### src/rtl/seven_segment_decoder.sv
// Receive side of the two-digit 7-segment bus: glitch filter, decode to 0..30, valid/ready delivery.
// Optional feature macro: DECODE_ERR_CNT_EN adds the saturating err_count output.
module seven_segment_decoder #(
    parameter int STABLE_CYCLES = 4,
    parameter int CNT_W         = 3
) (
    input  logic       clk,
    input  logic       reset_n,
    input  logic [6:0] tens_digit,
    input  logic [6:0] ones_digit,
    output logic [4:0] out_number,
    output logic       out_err,
    output logic       out_valid,
    input  logic       out_ready
`ifdef DECODE_ERR_CNT_EN
    ,
    output logic [7:0] err_count
`endif
);

    localparam logic [CNT_W-1:0] STABLE_CNT = CNT_W'(STABLE_CYCLES);

    typedef enum logic [1:0] {
        EMPTY     = 2'd0,
        FULL      = 2'd1,
        FULL_PEND = 2'd2
    } state_t;

    state_t           state_q, state_d;
    logic [13:0]      sample_q, sample_d;
    logic [CNT_W-1:0] cnt_q, cnt_d;
    logic             settle_q, settle_d;
    logic             first_q, first_d;
    logic [13:0]      last_q, last_d;
    logic [4:0]       out_number_q, out_number_d;
    logic             out_err_q, out_err_d;
    logic [4:0]       pend_number_q, pend_number_d;
    logic             pend_err_q, pend_err_d;

    logic [1:0]       tens_val;
    logic [3:0]       ones_val;
    logic             tens_ok, ones_ok;
    logic             dec_err;
    logic [4:0]       dec_number;
    logic             emit, accept;

    // Settle fires once, on the edge where the run of identical samples first reaches STABLE_CYCLES.
    always_comb begin
        sample_d = {tens_digit, ones_digit};
        if (sample_d != sample_q) begin
            cnt_d = CNT_W'(1);
        end else if (cnt_q == STABLE_CNT) begin
            cnt_d = cnt_q;
        end else begin
            cnt_d = cnt_q + CNT_W'(1);
        end
        settle_d = (cnt_d == STABLE_CNT) && (cnt_q != STABLE_CNT);
    end

    always_comb begin
        tens_val = 2'd0;
        tens_ok  = 1'b1;
        case (sample_q[13:7])
            7'b0000000: tens_val = 2'd0;
            7'b0110000: tens_val = 2'd1;
            7'b1101101: tens_val = 2'd2;
            7'b1111001: tens_val = 2'd3;
            default:    tens_ok  = 1'b0;
        endcase

        ones_val = 4'd0;
        ones_ok  = 1'b1;
        case (sample_q[6:0])
            7'b1111110: ones_val = 4'd0;
            7'b0110000: ones_val = 4'd1;
            7'b1101101: ones_val = 4'd2;
            7'b1111001: ones_val = 4'd3;
            7'b0110011: ones_val = 4'd4;
            7'b1011011: ones_val = 4'd5;
            7'b1011111: ones_val = 4'd6;
            7'b1110000: ones_val = 4'd7;
            7'b1111111: ones_val = 4'd8;
            7'b1110011: ones_val = 4'd9;
            default:    ones_ok  = 1'b0;
        endcase

        dec_err    = !tens_ok || !ones_ok || ((tens_val == 2'd3) && (ones_val != 4'd0));
        dec_number = dec_err ? 5'd0 : (5'(tens_val) * 5'd10 + 5'(ones_val));
    end

    assign emit   = settle_q && (first_q || (sample_q != last_q));
    assign accept = (state_q != EMPTY) && out_ready;

    always_comb begin
        state_d = state_q;
        case (state_q)
            EMPTY: begin
                if (emit) state_d = FULL;
            end
            FULL: begin
                if (accept && !emit)      state_d = EMPTY;
                else if (emit && !accept) state_d = FULL_PEND;
            end
            FULL_PEND: begin
                if (accept) state_d = FULL;
            end
            default: state_d = EMPTY;
        endcase
    end

    // A fresh result arriving on the accept edge supersedes anything pending (latest wins).
    always_comb begin
        out_number_d  = out_number_q;
        out_err_d     = out_err_q;
        pend_number_d = pend_number_q;
        pend_err_d    = pend_err_q;
        first_d       = first_q;
        last_d        = last_q;

        if (emit) begin
            first_d = 1'b0;
            last_d  = sample_q;
        end

        case (state_q)
            EMPTY: begin
                if (emit) begin
                    out_number_d = dec_number;
                    out_err_d    = dec_err;
                end
            end
            FULL: begin
                if (emit && accept) begin
                    out_number_d = dec_number;
                    out_err_d    = dec_err;
                end else if (emit) begin
                    pend_number_d = dec_number;
                    pend_err_d    = dec_err;
                end
            end
            FULL_PEND: begin
                if (accept && emit) begin
                    out_number_d = dec_number;
                    out_err_d    = dec_err;
                end else if (accept) begin
                    out_number_d = pend_number_q;
                    out_err_d    = pend_err_q;
                end else if (emit) begin
                    pend_number_d = dec_number;
                    pend_err_d    = dec_err;
                end
            end
            default: begin
                out_number_d = out_number_q;
            end
        endcase
    end

    always_ff @(posedge clk or negedge reset_n) begin
        if (!reset_n) begin
            state_q <= EMPTY;
        end else begin
            state_q <= state_d;
        end
    end

    always_ff @(posedge clk or negedge reset_n) begin
        if (!reset_n) begin
            sample_q      <= '0;
            cnt_q         <= '0;
            settle_q      <= 1'b0;
            first_q       <= 1'b1;
            last_q        <= '0;
            out_number_q  <= '0;
            out_err_q     <= 1'b0;
            pend_number_q <= '0;
            pend_err_q    <= 1'b0;
        end else begin
            sample_q      <= sample_d;
            cnt_q         <= cnt_d;
            settle_q      <= settle_d;
            first_q       <= first_d;
            last_q        <= last_d;
            out_number_q  <= out_number_d;
            out_err_q     <= out_err_d;
            pend_number_q <= pend_number_d;
            pend_err_q    <= pend_err_d;
        end
    end

    always_comb begin
        out_valid  = (state_q != EMPTY);
        out_number = out_number_q;
        out_err    = out_err_q;
    end

`ifdef DECODE_ERR_CNT_EN
    logic [7:0] err_count_q, err_count_d;

    always_comb begin
        err_count_d = err_count_q;
        if (accept && out_err_q && (err_count_q != 8'hFF)) begin
            err_count_d = err_count_q + 8'd1;
        end
    end

    always_ff @(posedge clk or negedge reset_n) begin
        if (!reset_n) begin
            err_count_q <= '0;
        end else begin
            err_count_q <= err_count_d;
        end
    end

    assign err_count = err_count_q;
`endif

endmodule

### config.mk
export PLATFORM = sky130hd
export DESIGN_NAME = seven_segment_decoder
export DESIGN_NICKNAME = d
export VERILOG_FILES = /design/src/rtl/seven_segment_decoder.sv
export SDC_FILE = /design/constraint.sdc
export NUM_CORES = 1
export LEC_CHECK = 0
export ABC_AREA = 1
export CAP_MARGIN = 20
export CELL_PAD_IN_SITES_DETAIL_PLACEMENT = 2
export CELL_PAD_IN_SITES_GLOBAL_PLACEMENT = 2
export CORE_MARGIN = 2
export CORE_UTILIZATION = 33
export CTS_CLUSTER_SIZE = 14
export DETAILED_ROUTE_END_ITERATION = 8
export GPL_TIMING_DRIVEN = 0
export PLACE_DENSITY = 0.87
export REMOVE_ABC_BUFFERS = 1
export SLEW_MARGIN = 20
export SYNTH_ARGS = -nofsm -noshare
export SYNTH_HDL_FRONTEND = slang
export SYNTH_SLANG_ARGS = --single-unit
### constraint.sdc
create_clock -name clk -period 2.5 [get_ports clk]
set_input_delay 0.625 -clock clk [delete_from_list [all_inputs] [get_ports clk]]
set_output_delay 0.625 -clock clk [all_outputs]
set_load 0.02 [all_outputs]
**Word-level counts from Yosys, hierarchy flattened**

Index checks and enable logic that the tools add are counted.

- Reductions and logical operators: 25
- $mul: 1
- Equality and inequality tests: 29
- Mux-type cells: 32
- Add/sub/neg operators: 2

Operators with widths:

| operator | number |
|---|---|
| 7-bit equality test, second input constant | 10 |
| 5-bit 2-to-1 mux | 9 |
| 4-bit case mux with 9 select lines | 1 |
| 14-bit inequality test | 2 |
| 7-bit by 6-bit equality test with 1-bit output, second input constant | 3 |
| 5-bit case mux with 3 select lines | 1 |
| 2-bit inequality test, second input constant | 6 |
| 2-bit case mux with 3 select lines | 2 |
| 1-bit 2-to-1 mux | 10 |
| 5-bit case mux with 2 select lines | 1 |
| 10-bit OR reduction | 1 |
| 3-bit inequality test, second input constant | 3 |
| 2-bit 2-to-1 mux | 4 |
| 4-bit AND reduction | 2 |
| 1-bit logical AND | 7 |
| 7-bit logical NOT | 1 |
| 3-bit equality test, second input constant | 2 |
| 3-bit 2-to-1 mux | 2 |
| 5-bit by 4-bit adder with 5-bit output | 1 |
| 2-bit equality test, second input constant | 2 |
| 1-bit logical NOT | 4 |
| 2-bit by 3-bit multiplier with 4-bit output, second input constant | 1 |
| 2-bit nonzero test | 2 |
| 4-bit nonzero test | 1 |
| 9 further kinds | 11 |

- Bits of input ports: 17
- Logic and storage cells: 99
- Flip-flop bits (word level): 47

**Logic depth before layout (Yosys ltp)**

Gate-level depths: netlist (run 1).

- Depth after elaboration: 11
- Mapped depth: 19

**Worst setup path after synthesis (run 1)**

OpenSTA, ideal clock, no wires.

- Kind: register to register
- Start point: register sample_q[0]
- End point: register out_number_q[4] (netlist: out_number[4])
- Path buffers: 1
- Data arrival time: 1.928 ns
- Library setup time: 0.116 ns
- Setup slack: 0.455 ns
- Required time: 2.384 ns
- Cell stages (with the launch flop): 19
- Path through: dfrtp_1 -> buf_2 -> nand2_1 -> inv_2 -> nand3_1 -> nand2_1 -> nor2_1 -> inv_1 -> ha_1 -> nand2_1 -> inv_1 -> a21oi_1 -> nand3_1 -> nand2_1 -> inv_1 -> nand4_1 -> nand2_1 -> nand2_1 -> nand2_1

- Cells in the longest elaborated chain, start to end: 9
- Elaborated cells on any way between the ends: 32

RTL lines:

| element | line | source |
|---|---|---|
| start: declaration | 30 | `logic [13:0] sample_q, sample_d;` |
| start signal: assignment | 179 | `sample_q <= sample_d;` |
| branches (longest 9 deep; another with 5-bit by 4-bit adder with 5-bit output) | n/a |  |
| end signal: assignment | 184 | `out_number_q <= out_number_d;` |
| end: declaration | 35 | `logic [4:0] out_number_q, out_number_d;` |

Several ways; the timed one is not identified. The select of a mux whose other input is x is not followed.
A chain may end at the register's enable or synchronous reset.

**Worst setup path in the final report (run 1)**

- Start point: register sample_q[11]
- End point: register pend_err_q

- Elaborated cells on any way between the ends: 24

RTL lines:

| element | line | source |
|---|---|---|
| 14-bit inequality test (*) | 91 | `assign emit = settle_q && (first_q \|\| (sample_q != last_q));` |
| 1-bit logical OR (*) | 91 |  |
| 1-bit logical AND (*) | 91 |  |
| named net emit | 45 | `logic emit, accept;` |
| 1-bit 2-to-1 mux | 136, 148 |  |
| 1-bit 2-to-1 mux | 145 | `end else if (accept) begin` |
| 1-bit 2-to-1 mux | 142 | `if (accept && emit) begin` |
| 1-bit case mux with 2 select lines | 125 | `case (state_q)` |
| end signal: assignment | 187 | `pend_err_q <= pend_err_d;` |
| end: declaration | 38 | `logic pend_err_q, pend_err_d;` |

Mark *: on every way through the listed nets, which the timed path passes. The rest lies on a longest branch. The select of a mux whose other input is x is not followed.

==> results of run 1 <==
critical path: cells and delay by family (launching register included):
family	cells	cell delay (ps)
flops	1	420
fa+ha+maj	1	250
buf+inv	2	130
simple gates	8	1010
compound gates	2	420
repair_timing:
action	CTS	global route
setup endpoints to repair	12	12
cloned	0	3
hold buffers	0	0
pin swaps	0	4
setup buffers	0	7
hold endpoints to repair	0	0
resized for setup	3	22
cells in the mapped netlist, drive strengths merged:
| cell | count |
|---|---|
| o21ai | 22 |
| xor2 | 2 |
| nand3 | 19 |
| ha | 7 |
| a21oi | 4 |
| o211ai | 1 |
| nand4 | 13 |
| or2 | 8 |
| a31o | 1 |
| fa | 1 |
| nor4 | 1 |
| inv | 55 |
| dfstp | 1 |
| xnor2 | 4 |
| nor2 | 47 |
| nor3 | 3 |
| buf | 6 |
| nand2 | 142 |
| clkbuf | 1 |
| dfrtp | 46 |
routing by layer:
metal	routed length (um)	share of wire (%)	track usage [%]	vias to the layer above
li1	-	-	-	1252
met1	3650	44	21.3	1244
met2	4420	53	36.6	26
met3	145	1.7	3.11	10
met4	124	1.5	4.35	0
met5	0	0	0	-
cells by family after synthesis:
logic type,Yosys count
fa+ha+maj,8
flops,47
buf+inv,62
simple gates,233
compound gates,28
xor+xnor,6
area by class of cell:
cell class	instances	share of cell area (%)
timing repair buffer	30	8.53
clock inverter	2	1.07
clock buffer	6	2.51
multi-input combinational	278	41.4
sequential	47	36.2
tap	105	4.00
inverter	55	6.29
sequential cells by signal, summed over array words and instances (netlist names):
register / cells
settle_q: 1
sample_q: 14
last_q: 14
first_q: 1
out_err: 1
pend_number_q: 5
out_number: 5
state_q: 2
pend_err_q: 1
cnt_q: 3
worst max path at each step:
stage / start / to
after floorplan: sample_q[0] / pend_err_q
after global placement: reset_n / last_q[11]
after detailed placement: sample_q[11] / pend_err_q
after CTS: sample_q[11] / out_number[0]
after global routing: sample_q[3] / out_number[4]
final: sample_q[11] / pend_err_q
layout by cell type, fill, tap and decap left out, types with 3 or more instances in the layout:
cell type | Yosys | layout
sky130_fd_sc_hd__nand2_1 | 139 | 137
sky130_fd_sc_hd__nand2_2 | 3 | 5
sky130_fd_sc_hd__o21ai_0 | 8 | 6
sky130_fd_sc_hd__or2_2 | 8 | 8
sky130_fd_sc_hd__clkdlybuf4s50_1 | 0 | 22
sky130_fd_sc_hd__nor3_1 | 3 | 3
sky130_fd_sc_hd__inv_2 | 16 | 17
sky130_fd_sc_hd__clkbuf_8 | 0 | 6
sky130_fd_sc_hd__dfrtp_2 | 0 | 8
sky130_fd_sc_hd__ha_1 | 7 | 7
sky130_fd_sc_hd__nor2_2 | 1 | 3
sky130_fd_sc_hd__inv_1 | 39 | 38
sky130_fd_sc_hd__nor2_1 | 46 | 43
sky130_fd_sc_hd__buf_4 | 3 | 8
sky130_fd_sc_hd__xnor2_1 | 4 | 4
sky130_fd_sc_hd__o21ai_1 | 14 | 14
sky130_fd_sc_hd__dfrtp_1 | 46 | 38
sky130_fd_sc_hd__nand3_1 | 17 | 17
sky130_fd_sc_hd__a21oi_1 | 4 | 3
sky130_fd_sc_hd__nand4_1 | 13 | 13
power groups by stage:
stage	logic [mW]	registers (mW)	clock network (mW)
2_1_floorplan	0.263	0.946	0
3_3_place_gp	0.530	0.895	0
3_5_place_dp	0.559	0.898	0
4_1_cts	0.563	0.883	0.626
5_1_grt	0.674	0.896	0.663
6_report	0.603	0.885	0.615
==> impl_results.md, run 1 <==
- Fin Clk Skew: ~6.4 ps
- Required time reported for the critical path endpoint: around 2700 ps
- Number of standard cells after synthesis: around 380
- Area of the die: ~9000 um^2
- Combinational family with the most area after synthesis: simple AND/OR/NAND/NOR gates
- Number of hold-slack violations in the final timing report: 0
- Violation count after the first detailed-route iteration: 90
- Share of the yosys chip area belonging to registers: between 40 and 50%
- Worst-case register-to-register setup slack: between 150 and 200 ps
- Cell at the root of the clock tree: sky130_fd_sc_hd__clkbuf_8
- Area share of the largest cell type after synthesis: 42.4%
- Utilization of the core after routing: 40.6%
- Clock Sinks: between 40 and 50
- Share of final-layout standard cells stronger than drive strength 1: approximately 16%
- Total core area: slightly above 8000 um^2
- Global-route usage over all layers: 18.9%
- DP Wirelength: approximately 5600 um
- Final setup margin: between 150 and 200 ps
- Placed instance area: 3030 um^2
- Power per cell area: approximately 640 nW/um^2
- Xor and xnor fraction of the mapped netlist area: under 10%
- Total I/O pin count: 24
- Compound-cell area share of the yosys netlist: between 5 and 6%
- P_sw: approximately 710 uW
- Post-synthesis instance area: about 2700 um^2
- Worst skew pair latency: ~310 ps
- Max H-tree Level: 2
- Cells along the critical path: inv_2, nand2_1, nand2_1, nor2_1, nand2_1, nor2_1, nand2_2, nand2_8, inv_2, ha_1, o21ai_2, nand2_1, a21oi_1
- Transition time at the pin with the least slew margin: approximately 650 ps
- Maximum number of pins on one net before global-route repair: 48
- Clock transition at the registers of the reported paths: about 90 ps
- Post-synth cell types: 27
- CTS Buf Count: 5
- Overall via count from detail_route: 2532
- Endpoint arrival time on the critical path: ~2500 ps
- Power Total: 2.10 mW
- Warnings from Yosys: 0
- Antenna Cells: 0
- Maximum operating frequency: 433 MHz
- Seq pwr share: around 42%
- Post-synthesis share of cell area spent on and, or, nand and nor gates: roughly 36%
- Input/output buffers: 23
- Average via count per standard cell: between 4 and 5
- Post-placement worst setup slack: -213 ps
- Row count: 33
- Switching Fraction: approximately a third
- Placer congestion estimate: 0.775
- Clk buf depth: 2
- Final Critical Period: between 2000 and 2500 ps
- Mean area per synthesized cell: roughly 7 um^2
- Post-synthesis adder-cell area fraction: a little under 4%
- Wire length per cell after detailed routing: around 16 um
- DIE WIDTH: 94.7 um
- Most area-hungry cell type in the Yosys netlist: sky130_fd_sc_hd__dfrtp_1
- Clock share of power: between 20% and 30%
- Relative contribution of combinational cells to total power: between 20% and 30%
- Slowest cell on the critical path: sky130_fd_sc_hd__dfrtp_2
- Flops & latches, synth: between 40 and 50
- Max FO, Critical Path: 6
- CP dominant cell by count: sky130_fd_sc_hd__nand2_1
- Source of the worst register-to-register timing path: sample_q[11]
- Worst slew slack as a fraction of its limit: between 50% and 60%
- Footprint of the flip-flops and latches: approximately 1200 um^2
- Leakage component of the power: ~1.7 nW
- Gr ovfl total: 0
- Number of global-route vias before repair: approximately 2800
- Clock tree from TritonCTS: done
- Router iterations before antenna repair: 4
- Placed Instances: just over 500
- Nature of the critical path endpoint: register
- Multi-input logic area: 1360 um^2
- Total of fill cells in the finished design: ~980
- Multiplexer fraction of the synthesized cell area: 0%
- Worst Hold Class: input port to asynchronous set/reset pin
- Most area-consuming cells after synthesis: sky130_fd_sc_hd__dfrtp_1, sky130_fd_sc_hd__nand2_1, sky130_fd_sc_hd__nor2_1
- Slowest Stage Delay on Critical Path: 420 ps
- Layout-stage area growth over the synthesis result: 21.0%
- Antenna violations before repair: 0
- Kind of start point of the critical path: register
- Final setup violation count: 0
- Post-route ant nets: 0
- Peak supply drop: roughly 0.19 mV
- Outcome: finished clean
- Initial Util: between 30 and 40%
- Y dimension of the die: between 90 and 100 um
- Setup total negative slack: 0 ps
- Detailed-route wire length: 8350 um
- Number of max-slew violations in the final report: 0
- Number of max-cap violations: 0
- FF-to-FF End: pend_err_q
- Design Area, Final: 3280 um^2
- Ratio of final minimum period to clock period: ~92%
- Global-route wire length before repair: approximately 13000 um
- Tightest hold margin: ~330 ps
- Post-route insts no fill: about 520
- Remaining design rule violation count: 0
- Number of cells on the worst reg-to-reg path: 13
- # nets final: about 440
- Cell-internal power: approximately 1.4 mW
- Critical path class: register to register
(Power assumes the default switching activity.)
==> run 2, diff against run 1 <==
--- a/config.mk
+++ b/config.mk
@@ -6,6 +6,7 @@
 export NUM_CORES = 1
 export LEC_CHECK = 0
 export ABC_AREA = 1
+export ABC_CLOCK_PERIOD_IN_PS = 2500
 export CAP_MARGIN = 20
 export CELL_PAD_IN_SITES_DETAIL_PLACEMENT = 2
 export CELL_PAD_IN_SITES_GLOBAL_PLACEMENT = 2
@@ -14,8 +15,7 @@
 export CTS_CLUSTER_SIZE = 14
 export DETAILED_ROUTE_END_ITERATION = 8
 export GPL_TIMING_DRIVEN = 0
-export PLACE_DENSITY = 0.87
-export REMOVE_ABC_BUFFERS = 1
+export PLACE_DENSITY = 0.83
 export SLEW_MARGIN = 20
 export SYNTH_ARGS = -nofsm -noshare
 export SYNTH_HDL_FRONTEND = slang
==> impl_results.md, run 2 (synthesis results as in run 1) <==
- DIE WIDTH: 94.7 um (unchanged)
- Max H-tree Level: 2 (unchanged)
- Global-route wire length before repair: 13500 um (+2.5%)
- Transition time at the pin with the least slew margin: 645 ps (-1.88 ps)
- Post-synthesis net count: approximately 410
- Clock transition at the registers of the reported paths: 100 ps (about the same)
- Clk buf depth: 2 (unchanged)
- Post-route ant nets: 0 (unchanged)
- Endpoint arrival time on the critical path: 2530 ps (about the same)
- Leakage component of the power: 1.71 nW (-0.37%)
- Overall via count from detail_route: 2554 (+0.87%)
- Total core area: 8090 um^2 (unchanged)
- Slowest Stage Delay on Critical Path: 450 ps (+30 ps)
- Router iterations before antenna repair: 4 (unchanged)
- Maximum number of pins on one net before global-route repair: 48 (unchanged)
- Worst Hold Class: input port to asynchronous set/reset pin
- Placed instance area: 3070 um^2 (+1.6%)
- Antenna Cells: 0 (unchanged)
- Highest-count cells in the layout ignoring fill and taps: sky130_fd_sc_hd__nand2_1, sky130_fd_sc_hd__nor2_1, sky130_fd_sc_hd__dfrtp_1
- CTS Buf Count: 5 (unchanged)
- Clock Sinks: 47 (unchanged)
- Source of the worst register-to-register timing path: sample_q[6]
- Layout-stage area growth over the synthesis result: 20.8%
- CP dominant cell by count: sky130_fd_sc_hd__nand2_1
- DP Wirelength: 5970 um (+6.1%)
- Violation count after the first detailed-route iteration: 73 (-19%)
- Power Total: 2.16 mW (+2.6%)
- Ratio of final minimum period to clock period: 90.8% (-1.5 points)
- Design Area, Final: 3280 um^2 (-0.15%)
- Worst slew slack as a fraction of its limit: 57.0% (+0.13 points)
- Cells along the critical path: buf_4, nor2_2, nand3_1, nand2_1, nor2_4, inv_2, ha_1, nand2_1, inv_1, a21oi_2, inv_1, nand2_1, nand2_1, inv_1, nand4_1, nand2_1, nand2_1, nand2_1
- Share of final-layout standard cells stronger than drive strength 1: 16.6% (+0.32 points)
- Critical path class: register to register
- Number of hold-slack violations in the final timing report: 0 (unchanged)
- Power per cell area: 658 nW/um^2 (+2.7%)
- Worst skew pair latency: 320 ps (about the same)
- Kind of start point of the critical path: register
- Final setup margin: 230 ps (+36.6 ps)
- Y dimension of the die: 94.7 um (unchanged)
- Clock tree from TritonCTS: done
- Input/output buffers: 23 (unchanged)
- Number of buffers and inverters on the critical path: 5 (+3)
- Total of fill cells in the finished design: 1004 (+2.6%)
- Nature of the critical path endpoint: register
- Wire length per cell after detailed routing: 15.4 um (-3.3%)
- Utilization of the core after routing: 40.5% (-0.062 points)
- Detailed-route wire length: 8040 um (-3.7%)
- Row count: 33 (unchanged)
- Final setup violation count: 0 (unchanged)
- # nets final: 440 (-0.45%)
- Placed Instances: 512 (+1.4%)
- CP top delay family: simple AND/OR/NAND/NOR gates
- Global-route usage over all layers: 19.5% (+0.65 points)
- Final Critical Period: 2270 ps (-36.6 ps)
- Area of the die: 8970 um^2 (unchanged)
- Fin Clk Skew: 15.3 ps (+8.88 ps)
- Outcome: finished clean
- Gr ovfl total: 0 (unchanged)
- Initial Util: 33.5% (unchanged)
- Total of hold buffers inserted after clock tree synthesis: 0 (unchanged)
- Antenna violations before repair: 0 (unchanged)
- Max FO, Critical Path: 4 (-2)
- Cell at the root of the clock tree: sky130_fd_sc_hd__clkbuf_8
- Setup total negative slack: 0 ps (unchanged)
- Tightest hold margin: 325 ps (-9.39 ps)
- Number of max-slew violations in the final report: 0 (unchanged)
- Maximum operating frequency: 440 MHz (+1.6%)
- Most common cell after layout, fill and taps aside: sky130_fd_sc_hd__nand2_1
- Average via count per standard cell: 4.90 (+1.3%)
- Number of global-route vias before repair: 2833 (+1.8%)
- Required time reported for the critical path endpoint: 2760 ps (+20 ps)
- Total I/O pin count: 24 (unchanged)
- Post-placement worst setup slack: -55.5 ps (+158 ps)
- Post-route insts no fill: 521 (-0.38%)
- Placer congestion estimate: 0.758 (-2.1%)
- Largest registers in the final layout: last_q (14), sample_q (14)
- Source of the critical timing path: sample_q[6]
- Peak supply drop: 0.234 mV (+25%)
- Number of max-cap violations: 0 (unchanged)
- Slowest cell on the critical path: sky130_fd_sc_hd__dfrtp_2
- Remaining design rule violation count: 0 (unchanged)
[run 2: cell types whose count changed in the layout (fill, tap and decap cells not counted), moves of 2 or more]
cell / delta
sky130_fd_sc_hd__nand2_1: -5
sky130_fd_sc_hd__nand2_2: +5
sky130_fd_sc_hd__buf_4: -2
sky130_fd_sc_hd__dfrtp_1: +2
sky130_fd_sc_hd__dfrtp_2: -2
sky130_fd_sc_hd__o21ai_0: +2
sky130_fd_sc_hd__o21ai_2: -2
[run 2: where the power goes]
| part | switching, mW | internal [mW] |
|---|---|---|
| sequential | 0.0568 | 0.829 |
| clock | 0.285 | 0.400 |
| combinational | 0.342 | 0.245 |
[run 2: per-layer routing]
metal / wire length [um] / global-route usage, %
met3: 152 / 2.87
met2: 4350 / 36.9
met5: 0 / 0
met1: 3430 / 22.8
met4: 102 / 5.07
[run 2: area by class of cell]
| class | count | area [um^2] | share of cell area (%) |
|---|---|---|---|
| clock buffers | 6 | 72.6 | 2.21 |
| well taps | 105 | 131 | 4.01 |
| flip-flops and latches | 47 | 1180 | 36.1 |
| repair buffers | 25 | 243 | 7.40 |
| plain buffers | 6 | 46.3 | 1.41 |
| multi-input cells | 275 | 1340 | 40.7 |
| clock inverters | 2 | 60.1 | 1.83 |
| inverters | 55 | 206 | 6.30 |
[run 2: path summary, 6_finish.rpt]
path	end	slack, ps	cells after the start
min	out_number[2]	320	1
min reg2reg	first_q	490	2
max	out_number[4]	230	18
max reg2reg	out_number[4]	230	18
max in group asynchronous	sample_q[4]	1710	1
min in group clk	first_q	490	2
[run 2: what timing repair did]
action | 4_1_cts | 5_1_grt
setup buffers | 0 | 2
resized for setup | 1 | 26
endpoints found under the setup margin | 1 | 6
pin swaps | 0 | 4
